$ cat config.mk
export PLATFORM = sky130hd
export DESIGN_NAME = sreg_frame_flat
export DESIGN_NICKNAME = d
export VERILOG_FILES = /design/src/rtl/sreg_frame_pkg.sv /design/src/rtl/sreg_frame_if.sv /design/src/rtl/sreg_frame_bitcnt.sv /design/src/rtl/sreg_frame.sv /design/src/flat_wrapper.sv
export SDC_FILE = /design/constraint.sdc
export NUM_CORES = 1
export LEC_CHECK = 0
export BUFFER_PORTS_ARGS = -buffer_cell sky130_fd_sc_hd__clkbuf_2
export CAP_MARGIN = 25
export CORE_MARGIN = 10
export CORE_UTILIZATION = 30
export CTS_BUF_LIST = sky130_fd_sc_hd__clkbuf_8
export DETAILED_ROUTE_END_ITERATION = 7
export GPL_TIMING_DRIVEN = 0
export HOLD_SLACK_MARGIN = 0.15
export PLACE_DENSITY = 0.57
export SLEW_MARGIN = 5
export SYNTH_ARGS = -nofsm -noshare
export SYNTH_HDL_FRONTEND = slang
export SYNTH_SLANG_ARGS = --single-unit
$ cat constraint.sdc
create_clock -name clk -period 2.4 [get_ports clk]
set_input_delay 0.36 -clock clk [delete_from_list [all_inputs] [get_ports clk]]
set_output_delay 0.36 -clock clk [all_outputs]
set_load 0.005 [all_outputs]
$ cat src/rtl/sreg_frame_pkg.sv
// -----------------------------------------------------------------------------
// sreg_frame_pkg
// Shared definitions for the serial framing register:
//   ORDER_MSB_FIRST / ORDER_LSB_FIRST - values for the MSB_FIRST parameter
//   cnt_width()                       - bit counter width for a word length
// -----------------------------------------------------------------------------
package sreg_frame_pkg;

  localparam bit ORDER_MSB_FIRST = 1'b1;  // first received bit lands in out[DWIDTH-1]
  localparam bit ORDER_LSB_FIRST = 1'b0;  // first received bit lands in out[0]

  // Counter only has to reach DWIDTH-1, so $clog2(DWIDTH) bits suffice.
  // A 1-bit floor keeps the declaration legal for degenerate widths.
  function automatic int cnt_width(input int dwidth);
    return (dwidth > 1) ? $clog2(dwidth) : 1;
  endfunction

endpackage

$ cat src/rtl/sreg_frame_if.sv
// -----------------------------------------------------------------------------
// sreg_frame_if
// Host-link signal bundle for sreg_frame.
//   master: drives in, en (active-low frame select), load, din, ack;
//           observes sout, out, valid, overrun, bitcnt, debug
//   slave : the framing register itself (directions mirrored)
// -----------------------------------------------------------------------------
interface sreg_frame_if
  import sreg_frame_pkg::*;
#(
  parameter int DWIDTH = 21,
  parameter int CW     = cnt_width(DWIDTH)
);

  logic              in;
  logic              en;
  logic              load;
  logic [DWIDTH-1:0] din;
  logic              ack;
  logic              sout;
  logic [DWIDTH-1:0] out;
  logic              valid;
  logic              overrun;
  logic [CW-1:0]     bitcnt;
  logic [3:0]        debug;

  modport master (
    output in, en, load, din, ack,
    input  sout, out, valid, overrun, bitcnt, debug
  );

  modport slave (
    input  in, en, load, din, ack,
    output sout, out, valid, overrun, bitcnt, debug
  );

endinterface

$ cat src/rtl/sreg_frame_bitcnt.sv
// -----------------------------------------------------------------------------
// sreg_bitcnt
// Modulo-DWIDTH bit counter for the framing register.
//   clk, rst : clock, asynchronous active-high reset
//   clr_i    : synchronous clear (frame deselected), wins over inc_i
//   inc_i    : count one received bit
//   cnt_o    : bits received in the current word, 0..DWIDTH-1
//   tc_o     : counter sits at DWIDTH-1; the next increment completes a word
// -----------------------------------------------------------------------------
module sreg_bitcnt
  import sreg_frame_pkg::*;
#(
  parameter int DWIDTH = 21,
  parameter int CW     = cnt_width(DWIDTH)
) (
  input  logic          clk,
  input  logic          rst,
  input  logic          clr_i,
  input  logic          inc_i,
  output logic [CW-1:0] cnt_o,
  output logic          tc_o
);

  logic [CW-1:0] cnt_q, cnt_d;

  assign tc_o  = (cnt_q == CW'(DWIDTH - 1));
  assign cnt_o = cnt_q;

  always_comb begin
    // NOTE: every always_comb output gets a default first so no path leaves it unassigned (no latch).
    cnt_d = cnt_q;
    if (clr_i) begin
      cnt_d = '0;
    end else if (inc_i) begin
      // Wrap straight from DWIDTH-1 to 0 so back-to-back words need no gap cycle.
      cnt_d = tc_o ? '0 : cnt_q + CW'(1);
    end
  end

  // NOTE: reset sits in the sensitivity list so it acts immediately, without waiting for a clock edge.
  always_ff @(posedge clk or posedge rst) begin
    if (rst) begin
      cnt_q <= '0;
    end else begin
      // NOTE: state registers use <= so every flop samples pre-edge values, independent of block order.
      cnt_q <= cnt_d;
    end
  end

endmodule

$ cat src/rtl/sreg_frame.sv
// -----------------------------------------------------------------------------
// sreg_frame
// Serial-to-parallel / parallel-to-serial framing register for the CPLD host
// link. Shifts DWIDTH-bit words in while en is low, latches each completed word
// into a holding register with a valid/ack handshake and sticky overrun, and
// lets a parallel word be loaded (en high) for serial readback on sout.
//   clk, rst     : clock, asynchronous active-high reset
//   bus (slave)  : in, en, load, din, ack -> sout, out, valid, overrun,
//                  bitcnt, debug
// Parameters: DWIDTH word length (2..32), MSB_FIRST bit order.
// -----------------------------------------------------------------------------
module sreg_frame
  import sreg_frame_pkg::*;
#(
  parameter  int DWIDTH    = 21,
  parameter  bit MSB_FIRST = ORDER_MSB_FIRST,
  localparam int CW        = cnt_width(DWIDTH)
) (
  input logic         clk,
  input logic         rst,
  sreg_frame_if.slave bus
);

  logic [DWIDTH-1:0] buf_q, buf_d;
  logic [DWIDTH-1:0] out_q, out_d;
  logic              valid_q, valid_d;
  logic              overrun_q, overrun_d;
  logic [DWIDTH-1:0] shifted;   // buffer value after this cycle's shift
  logic              shift;
  logic              tc;
  logic              complete;

  assign shift    = ~bus.en;
  assign complete = shift & tc;

  sreg_bitcnt #(
    .DWIDTH (DWIDTH),
    .CW     (CW)
  ) u_bitcnt (
    .clk   (clk),
    .rst   (rst),
    .clr_i (bus.en),
    .inc_i (shift),
    .cnt_o (bus.bitcnt),
    .tc_o  (tc)
  );

  // The outgoing bit is the one that falls off the far end of the buffer, so
  // readback and reception share the same shift.
  if (MSB_FIRST) begin : g_msb_first
    assign shifted  = {buf_q[DWIDTH-2:0], bus.in};
    assign bus.sout = buf_q[DWIDTH-1];
  end else begin : g_lsb_first
    assign shifted  = {bus.in, buf_q[DWIDTH-1:1]};
    assign bus.sout = buf_q[0];
  end

  if (DWIDTH >= 4) begin : g_debug_full
    assign bus.debug = buf_q[3:0];
  end else begin : g_debug_narrow
    assign bus.debug = {{(4 - DWIDTH){1'b0}}, buf_q};
  end

  always_comb begin
    buf_d     = buf_q;
    out_d     = out_q;
    valid_d   = valid_q;
    overrun_d = overrun_q;

    if (bus.en) begin
      if (bus.load) begin
        buf_d = bus.din;
      end
    end else begin
      buf_d = shifted;
    end

    if (complete) begin
      // Newest word always wins. An ack in the completion cycle belongs to
      // the old word, so valid stays set and overrun is left alone.
      out_d   = shifted;
      valid_d = 1'b1;
      if (valid_q && !bus.ack) begin
        overrun_d = 1'b1;
      end
    end else if (bus.ack) begin
      valid_d   = 1'b0;
      overrun_d = 1'b0;
    end
  end

  always_ff @(posedge clk or posedge rst) begin
    if (rst) begin
      buf_q     <= '0;
      out_q     <= '0;
      valid_q   <= 1'b0;
      overrun_q <= 1'b0;
    end else begin
      buf_q     <= buf_d;
      out_q     <= out_d;
      valid_q   <= valid_d;
      overrun_q <= overrun_d;
    end
  end

  assign bus.out     = out_q;
  assign bus.valid   = valid_q;
  assign bus.overrun = overrun_q;

endmodule

$ cat src/flat_wrapper.sv
// flat-port wrapper written by rule: the top's interface ports become plain ports
module sreg_frame_flat import sreg_frame_pkg::*;
#(
  parameter  int DWIDTH    = 21,
  parameter  bit MSB_FIRST = ORDER_MSB_FIRST,
  localparam int CW        = cnt_width(DWIDTH)
)
  (clk, rst, bus_in, bus_en, bus_load, bus_din, bus_ack, bus_sout, bus_out, bus_valid, bus_overrun, bus_bitcnt, bus_debug);
  sreg_frame_if #(.DWIDTH(DWIDTH)) bus_i ();
  input logic clk;
  input logic rst;
  input wire logic [$bits(bus_i.in)-1:0] bus_in;
  input wire logic [$bits(bus_i.en)-1:0] bus_en;
  input wire logic [$bits(bus_i.load)-1:0] bus_load;
  input wire logic [$bits(bus_i.din)-1:0] bus_din;
  input wire logic [$bits(bus_i.ack)-1:0] bus_ack;
  output wire logic [$bits(bus_i.sout)-1:0] bus_sout;
  output wire logic [$bits(bus_i.out)-1:0] bus_out;
  output wire logic [$bits(bus_i.valid)-1:0] bus_valid;
  output wire logic [$bits(bus_i.overrun)-1:0] bus_overrun;
  output wire logic [$bits(bus_i.bitcnt)-1:0] bus_bitcnt;
  output wire logic [$bits(bus_i.debug)-1:0] bus_debug;
  assign bus_i.in = bus_in;
  assign bus_i.en = bus_en;
  assign bus_i.load = bus_load;
  assign bus_i.din = bus_din;
  assign bus_i.ack = bus_ack;
  assign bus_sout = bus_i.sout;
  assign bus_out = bus_i.out;
  assign bus_valid = bus_i.valid;
  assign bus_overrun = bus_i.overrun;
  assign bus_bitcnt = bus_i.bitcnt;
  assign bus_debug = bus_i.debug;
  sreg_frame #(.DWIDTH(DWIDTH), .MSB_FIRST(MSB_FIRST)) u_core (.clk(clk), .rst(rst), .bus(bus_i));
endmodule
* Yosys cells after proc, flatten, opt, wreduce, memory -nomap -nowiden
Index checks and enable logic that the tools add are counted.
** Cells by class
- Equal/unequal tests :: 3
- Mux-type cells :: 8
- Bitwise operators :: 2
- Reduce and logical (&&, ||, !) cells :: 4
- $add $sub $neg :: 1
** Operator list (count)
- 21-bit 2-to-1 mux :: 2
- 5-bit 2-to-1 mux :: 2
- 5-bit by 1-bit adder with 5-bit output, second input constant :: 1
- 5-bit equality test, second input constant :: 1
- 1-bit 2-to-1 mux :: 4
- 2-bit by 1-bit inequality test with 1-bit output, second input constant :: 1
- 2-bit inequality test, second input constant :: 1
- 2-bit AND reduction :: 1
- 2-bit nonzero test :: 1
- 1-bit AND :: 1
- 1-bit logical AND :: 1
- 1-bit zero test :: 1
- 1-bit NOT :: 1
** Storage, ports and cells
- Flip-flop bits (word level) :: 49
- Logic and storage cells :: 23
- Input bits :: 27
- Output and inout port bits :: 33

* Logic depth before layout (Yosys ltp)
Gate-level depths: netlist of run 1.
- Depth in word-level cells :: 4
- Mapped depth :: 6
- Gate-level depth less buffers :: 5

* Cells and area by module
A second synthesis of run 1 with hierarchy kept.
** Second synthesis, totals
- Cell total of the unflattened synthesis :: 185
- Area total of the unflattened synthesis :: 2267.2 um^2
** Modules (own cells, without submodules)
- sreg_frame :: area each 1959.4 um^2, instances 1, sequential area each 1101.1 um^2, cells an instance 151
- sreg_bitcnt :: area each 307.8 um^2, instances 1, sequential area each 125.1 um^2, cells an instance 34

* Worst setup path before layout of run 1
No wires, ideal clock.
- Kind :: flip-flop to flip-flop
- From :: register u_core.u_bitcnt.cnt_q[0], in the netlist u_core.u_bitcnt.cnt_o[0]
- To :: register u_core.out_q[10], in the netlist u_core.bus.out[10]
- Arrival time :: 1.525 ns
- Data required time :: 2.275 ns
- Stages on the path, launching flop included :: 7
- Slack :: 0.750 ns
- Library setup time :: 0.125 ns
- Period minus slack after synthesis :: 1.650 ns
- Cell sequence :: dfrtp_1 -> inv_1 -> ha_1 -> nand3b_4 -> nor3_4 -> buf_6 -> mux2_2
** Between the ends
- Word-level cells in the longest chain between the ends :: 2
** Ends and longest elaborated chain
- from (decl) :: RTL line sreg_frame_bitcnt.sv:24 : logic [CW-1:0] cnt_q, cnt_d;
- from (signal assigned) :: RTL line sreg_frame_bitcnt.sv:46 : cnt_q <= cnt_d;
- 5-bit equality test :: RTL line sreg_frame_bitcnt.sv:26 : assign tc_o = (cnt_q == CW'(DWIDTH - 1));
- 1-bit AND :: RTL line sreg_frame.sv:34 : assign complete = shift & tc;
- to (signal assigned) :: RTL line sreg_frame.sv:100 : out_q <= out_d;
- to (decl) :: RTL line sreg_frame.sv:25 : logic [DWIDTH-1:0] out_q, out_d;
No other way between the ends.
A chain may end at the register's enable or synchronous reset.

* Worst setup path after layout of run 1
- From :: register u_core.u_bitcnt.cnt_q[0], in the netlist u_core.u_bitcnt.cnt_o[0]
- To :: register u_core.out_q[2], in the netlist u_core.bus.out[2]
The elaborated chain is that of the path after synthesis.

==> results of run 1 <==
[stage by stage]
stage | worst slack [ns] | cells | hold slack [ns] | util (%)
final | 0.5450 | 339 | 0.2345 | 38.80
after CTS | 0.5161 | 339 | 0.2250 | 38.80
after global placement | 0.1460 | 329 | 0.4763 | 37.16
after detailed placement | 0.5462 | 330 | 0.4032 | 37.45
after global routing | 0.4078 | 339 | 0.2235 | 38.80
after floorplan | 0.7504 | 175 | 0.4425 | -
[cell usage after synthesis (all sizes together)]
cell,n
nor2,23
nor3,2
nor3b,1
nor2b,1
o21ai,1
mux2,21
nand4b,1
a31oi,1
a41oi,1
ha,2
mux2i,22
a21oi,23
clkbuf,2
nand2,2
nand3,1
o2bb2ai,1
dfrtp,49
buf,12
inv,5
a21o,1
nand3b,3
[final timing paths]
check / startpoint / end / cells past startpoint
setup / recovery: u_core.u_bitcnt.cnt_o[0] / u_core.bus.out[2] / 6
hold / removal: bus_ack / u_core.bus.overrun / 2
setup reg to reg: u_core.u_bitcnt.cnt_o[0] / u_core.bus.out[2] / 6
hold reg to reg: u_core.bus.out[0] / u_core.bus.out[0] / 1
max in group asynchronous: rst / u_core.buf_q[19] / 4
min in group asynchronous: rst / u_core.bus.out[10] / 3
[final cells by class]
class                      count  area, µm²
sequential                    49       1226
fill                         689       4204
timing repair buffer          60      320.3
clock buffer                   5      68.82
inverter                       5      18.77
buffer                        14      86.33
multi-input combinational    107      810.8
clock inverter                 3      13.76
tap                           96      120.1
[registers in the layout, summed over array words and instances, names as in the netlist]
name                   cells
u_core.buf_q              21
u_core.bus.out            21
u_core.bus.overrun         1
u_core.bus.valid           1
u_core.u_bitcnt.cnt_o      5
[worst max-delay path, cell delays in order (launching register included)]
cell and delay (ns):
dfrtp_1 0.43, inv_1 0.08, ha_1 0.27, nand3b_4 0.12, nor3_4 0.29, buf_6 0.21, mux2_2 0.34
[metal layers]
metal,share of wire (%),vias up
li1,-,737
met4,1.5,0
met5,0,-
met1,44,716
met2,48,33
met3,5.9,7
[cell usage in the layout (no fill, tap or decap), types with 3 or more instances in the layout]
master / netlist / routed
clkbuf_8: 0 / 5
buf_1: 3 / 3
a21oi_1: 23 / 23
mux2i_1: 22 / 22
buf_2: 3 / 3
dfrtp_1: 49 / 49
inv_1: 5 / 5
buf_4: 4 / 4
nor2_1: 23 / 23
mux2_2: 20 / 20
clkbuf_2: 0 / 58
[kinds of logic after synthesis]
| group | Yosys count | synth area share [%] |
|---|---|---|
| DFF | 49 | 57.24 |
| muxes | 43 | 21.32 |
| and+or+nand+nor | 34 | 8.294 |
| AOI/OAI and AO/OA | 28 | 7.068 |
| buffers and inverters | 19 | 4.907 |
| adders and majority gates | 2 | 1.168 |
[power by group]
group	switching [mW]	total, mW	internal, mW	leakage (nW)
Sequential	0.0456	0.927	0.881	0.616
Clock	0.276	0.474	0.199	0.0491
Combinational	0.0987	0.196	0.0976	0.716
[what timing repair did]
action                                  CTS  global route
resized for setup                         0             0
hold endpoints to repair                 21             0
endpoints found under the setup margin    0             0
hold buffers                              1             0
==> run metrics, run 1 <==
status=complete, no violations; first-pass GRT wire length=8438 µm; Antenna diodes=0; GRT met1 Usage=11.35%; final hold vios=0; RSZ-0062 raised after global routing=no; htree depth=2; Iteration-0 DRC Markers=20; VDD IR-drop max=0.2279 mV; fin crit period=1.855 ns; wire per inst=14.99 µm; relative slew slack=65.51%; Nets=271; total of max-cap violations=0; CTS tree=yes; CTS sink count=49; ANT nets after route=0; total die area=10920 µm²; Tcrit/Tclk final=77.29%; Cell Area, Synth=2142 µm²; # DRC=0; largest net degree at the start of global routing=29; Min-Delay Path Class=in -> reg; top cell type's share of synthesized area=57.24%; vias per cell=4.404; synthesized instance count=175; area grow syn2layout=24.42%; gr busiest metal=met2; post-synth cell types=27; post-CTS setup repair buffer count=0; clk root buf=clkbuf_8; Reg clk slew, reported paths=0.09 ns; Max FO, Critical Path=10; Setup crit end kind=flop; GRT overflow=0; fmax=539.1 MHz; CTS Buf Count=5; placed cell area=2572 µm²; Pins Over Slew Limit=0; Initial DRT Pass Iterations=3; IO Pins=60; share of cells above drive strength 1=40.33%; number of global-route vias before repair=1599; critical path arrival=2.04 ns; Synth area leaders=dfrtp_1 (57%), mux2_2 (11%), mux2i_1 (10%); Syn. warnings=0; WP data required=2.59 ns; Post-Synthesis Net Count=204; P_leak=1.381 nW; startpoint types=flop; hpwl dp=3733 µm; Site Rows=30; design area=2665 µm²; skew final=0.004620 ns; register area share after synthesis=57.24%; P per Cell Area=599.3 nW/µm²; initial antenna violation count=0; initial core utilization=31.18%; GP Congestion=0.6966; kind of critical path=reg -> reg; R2R Setup Slk=0.54 ns; Core Area=6869 µm²; Die Y=104.5 µm; Setup violations, final=0; GR Util met3=3.532%; met2 GRT Util=15.53%; syn_area_per_cell=12.24 µm²; I/O Buffers=58; Setup TNS=0 ns; Die W=104.5 µm; Total Routing Usage GR=9.601%; Pwr Total=1.597 mW; clk_lat worst skew=0.30 ns; DRT Wirelength=5083 µm; worst slew pin tran=0.5173 ns; area leader, netlist=dfrtp_1; via count=1493; clock buffer depth=2; #FFs+latches synth=49
No activity file was read; power rests on OpenSTA's default activity.
==> inputs of run 2 (changes only) <==
- clock period: 2.4 -> 1.85 ns (I/O delays scaled with it)
==> run metrics, run 2 (synthesis gave the netlist of run 1 again) <==
Die Y=104.5 µm; Min-Delay Path Class=in -> reg; RSZ-0062 raised after global routing=no; P_leak=1.389 nW; Pint=1.529 mW; commonest cells after routing, fill and taps aside=clkbuf_2 (58), dfrtp_1 (49), nor2_1 (23), a21oi_1 (23), mux2i_1 (22); htree depth=2; Antenna diodes=0; final hold vios=0; I/O Buffers=58; largest net degree at the start of global routing=29; Die W=104.5 µm; combinational power share=12.4%; clk_lat worst skew=0.30 ns; Setup crit end kind=flop; Reg clk slew, reported paths=0.09 ns; total die area=10920 µm²; total of max-cap violations=0; Total Routing Usage GR=9.614%; Setup TNS=0 ns; CTS sink count=49; Clock Power Share=29.7%; GP Congestion=0.6966; initial core utilization=31.18%; kind of critical path=reg -> reg; number of global-route vias before repair=1610; Nets=273; worst slew pin tran=0.5204 ns; startpoint types=flop; WP data required=2.04 ns; Psw=0.5457 mW; sequential cell fraction of total power=57.9%; Setup violations, final=0; fin crit period=1.705 ns; share of cells above drive strength 1=40.82%; Tcrit/Tclk final=92.14%; commonest non-fill, non-tap cell in the layout=clkbuf_2; Iteration-0 DRC Markers=22; Core Area=6869 µm²; clk root buf=clkbuf_8; VDD IR-drop max=0.2957 mV; Pins Over Slew Limit=0; wire per inst=14.91 µm; switch share=26.30%; hold_ws=0.2238 ns; critical path arrival=1.89 ns; vias per cell=4.396; CP peak stage delay=0.43 ns; Initial DRT Pass Iterations=4; skew final=0.004642 ns; Site Rows=30; fmax=586.7 MHz; reg2reg start=u_core.u_bitcnt.cnt_o[0]; crit path cell chain=inv_1 > ha_2 > nand3b_4 > nor3_4 > buf_6 > mux2_2; DRT Wirelength=5084 µm; ANT nets after route=0; reg2reg end=u_core.bus.out[2]; via count=1499; Min-Delay Path Depth=2; R2R Setup Slk=0.15 ns; initial antenna violation count=0; CTS Buf Count=5; area grow syn2layout=25.35%; Max FO, Critical Path=10; GRT overflow=0; CTS tree=yes; hpwl dp=3733 µm; crit path max-delay cell type=dfrtp_1; hold path endpoint=u_core.bus.out[0]; first-pass GRT wire length=8452 µm; R2R cell count=6; hold wc startpoint=bus_in; relative slew slack=65.31%; # DRC=0; status=complete, no violations; clock buffer depth=2; IO Pins=60; P per Cell Area=772.8 nW/µm²
## run 2: changes by cell type in the layout (fill, tap and decap cells not counted)
cell           previous run  this run
ha_1                      2         1
buf_4                     4         5
ha_2                      0         1
dlygate4sd3_1             1         2
## run 2: how the worst max path moves through the flow
stage | to | depth (start not counted) | from | slack (ns)
after floorplan | u_core.bus.out[10] | 6 | u_core.u_bitcnt.cnt_o[0] | 0.20
after global placement | u_core.bus.valid | 2 | rst | -0.32
after detailed placement | u_core.bus.out[9] | 6 | u_core.u_bitcnt.cnt_o[0] | -0.004
after CTS | u_core.bus.out[8] | 6 | u_core.u_bitcnt.cnt_o[0] | 0.008
after global routing | u_core.bus.out[3] | 6 | u_core.u_bitcnt.cnt_o[0] | 0.03
final | u_core.bus.out[2] | 6 | u_core.u_bitcnt.cnt_o[0] | 0.15
## run 2: layout make-up
cell class	count	area, µm²
Multi-Input combinational cell	107	813.3
Inverter	5	18.77
Buffer	14	86.33
Sequential cell	49	1226
Fill cell	687	4184
Clock inverter	3	13.76
Clock buffer	5	68.82
Timing Repair Buffer	62	337.8
Tap cell	96	120.1
## run 2: what timing repair did
action	4_1_cts	5_1_grt
hold endpoints to repair	22	0
buffers inserted	1	0
pin swaps	1	1
setup endpoints to repair	18	21
hold buffers	2	0
gates resized for setup	0	1
## run 2: per-stage QoR
step / cell area (µm²) / worst slack (ns) / instances / utilization (%) / power [mW]
floorplan: 2142 / 0.2004 / 175 / - / 1.368
global placement: 2552 / -0.3215 / 329 / 37.16 / 1.474
detailed placement: 2572 / -0.003788 / 330 / 37.45 / 1.484
CTS: 2683 / 0.007665 / 341 / 39.05 / 2.116
global route: 2685 / 0.02934 / 341 / 39.09 / 2.206
finish: 2685 / 0.1454 / 341 / 39.09 / 2.075
## run 2: metal layers
metal  wire [µm]  track usage, %  up-vias  share of wire, %
li1            -               -      740                 -
met1        2257           11.38      719                44
met2        2450           15.53       33                48
met3         299           3.532        7               5.9
met4          78           3.579        0               1.5
met5           0               0        -                 0
## run 2: critical path, delay by kind of cell (launching register included)
family,cells,cell delay [ns]
simple gates,2,0.31
flops,1,0.43
fa+ha+maj,1,0.24
buf+inv,2,0.27
mux,1,0.34
## run 2: power by group through the flow
stage / Combinational, mW / Sequential, mW / Clock [mW]
after floorplan: 0.161 / 1.21 / 0
after global placement: 0.251 / 1.22 / 0
after detailed placement: 0.260 / 1.22 / 0
after CTS: 0.265 / 1.20 / 0.649
after global routing: 0.296 / 1.21 / 0.697
final: 0.257 / 1.20 / 0.615
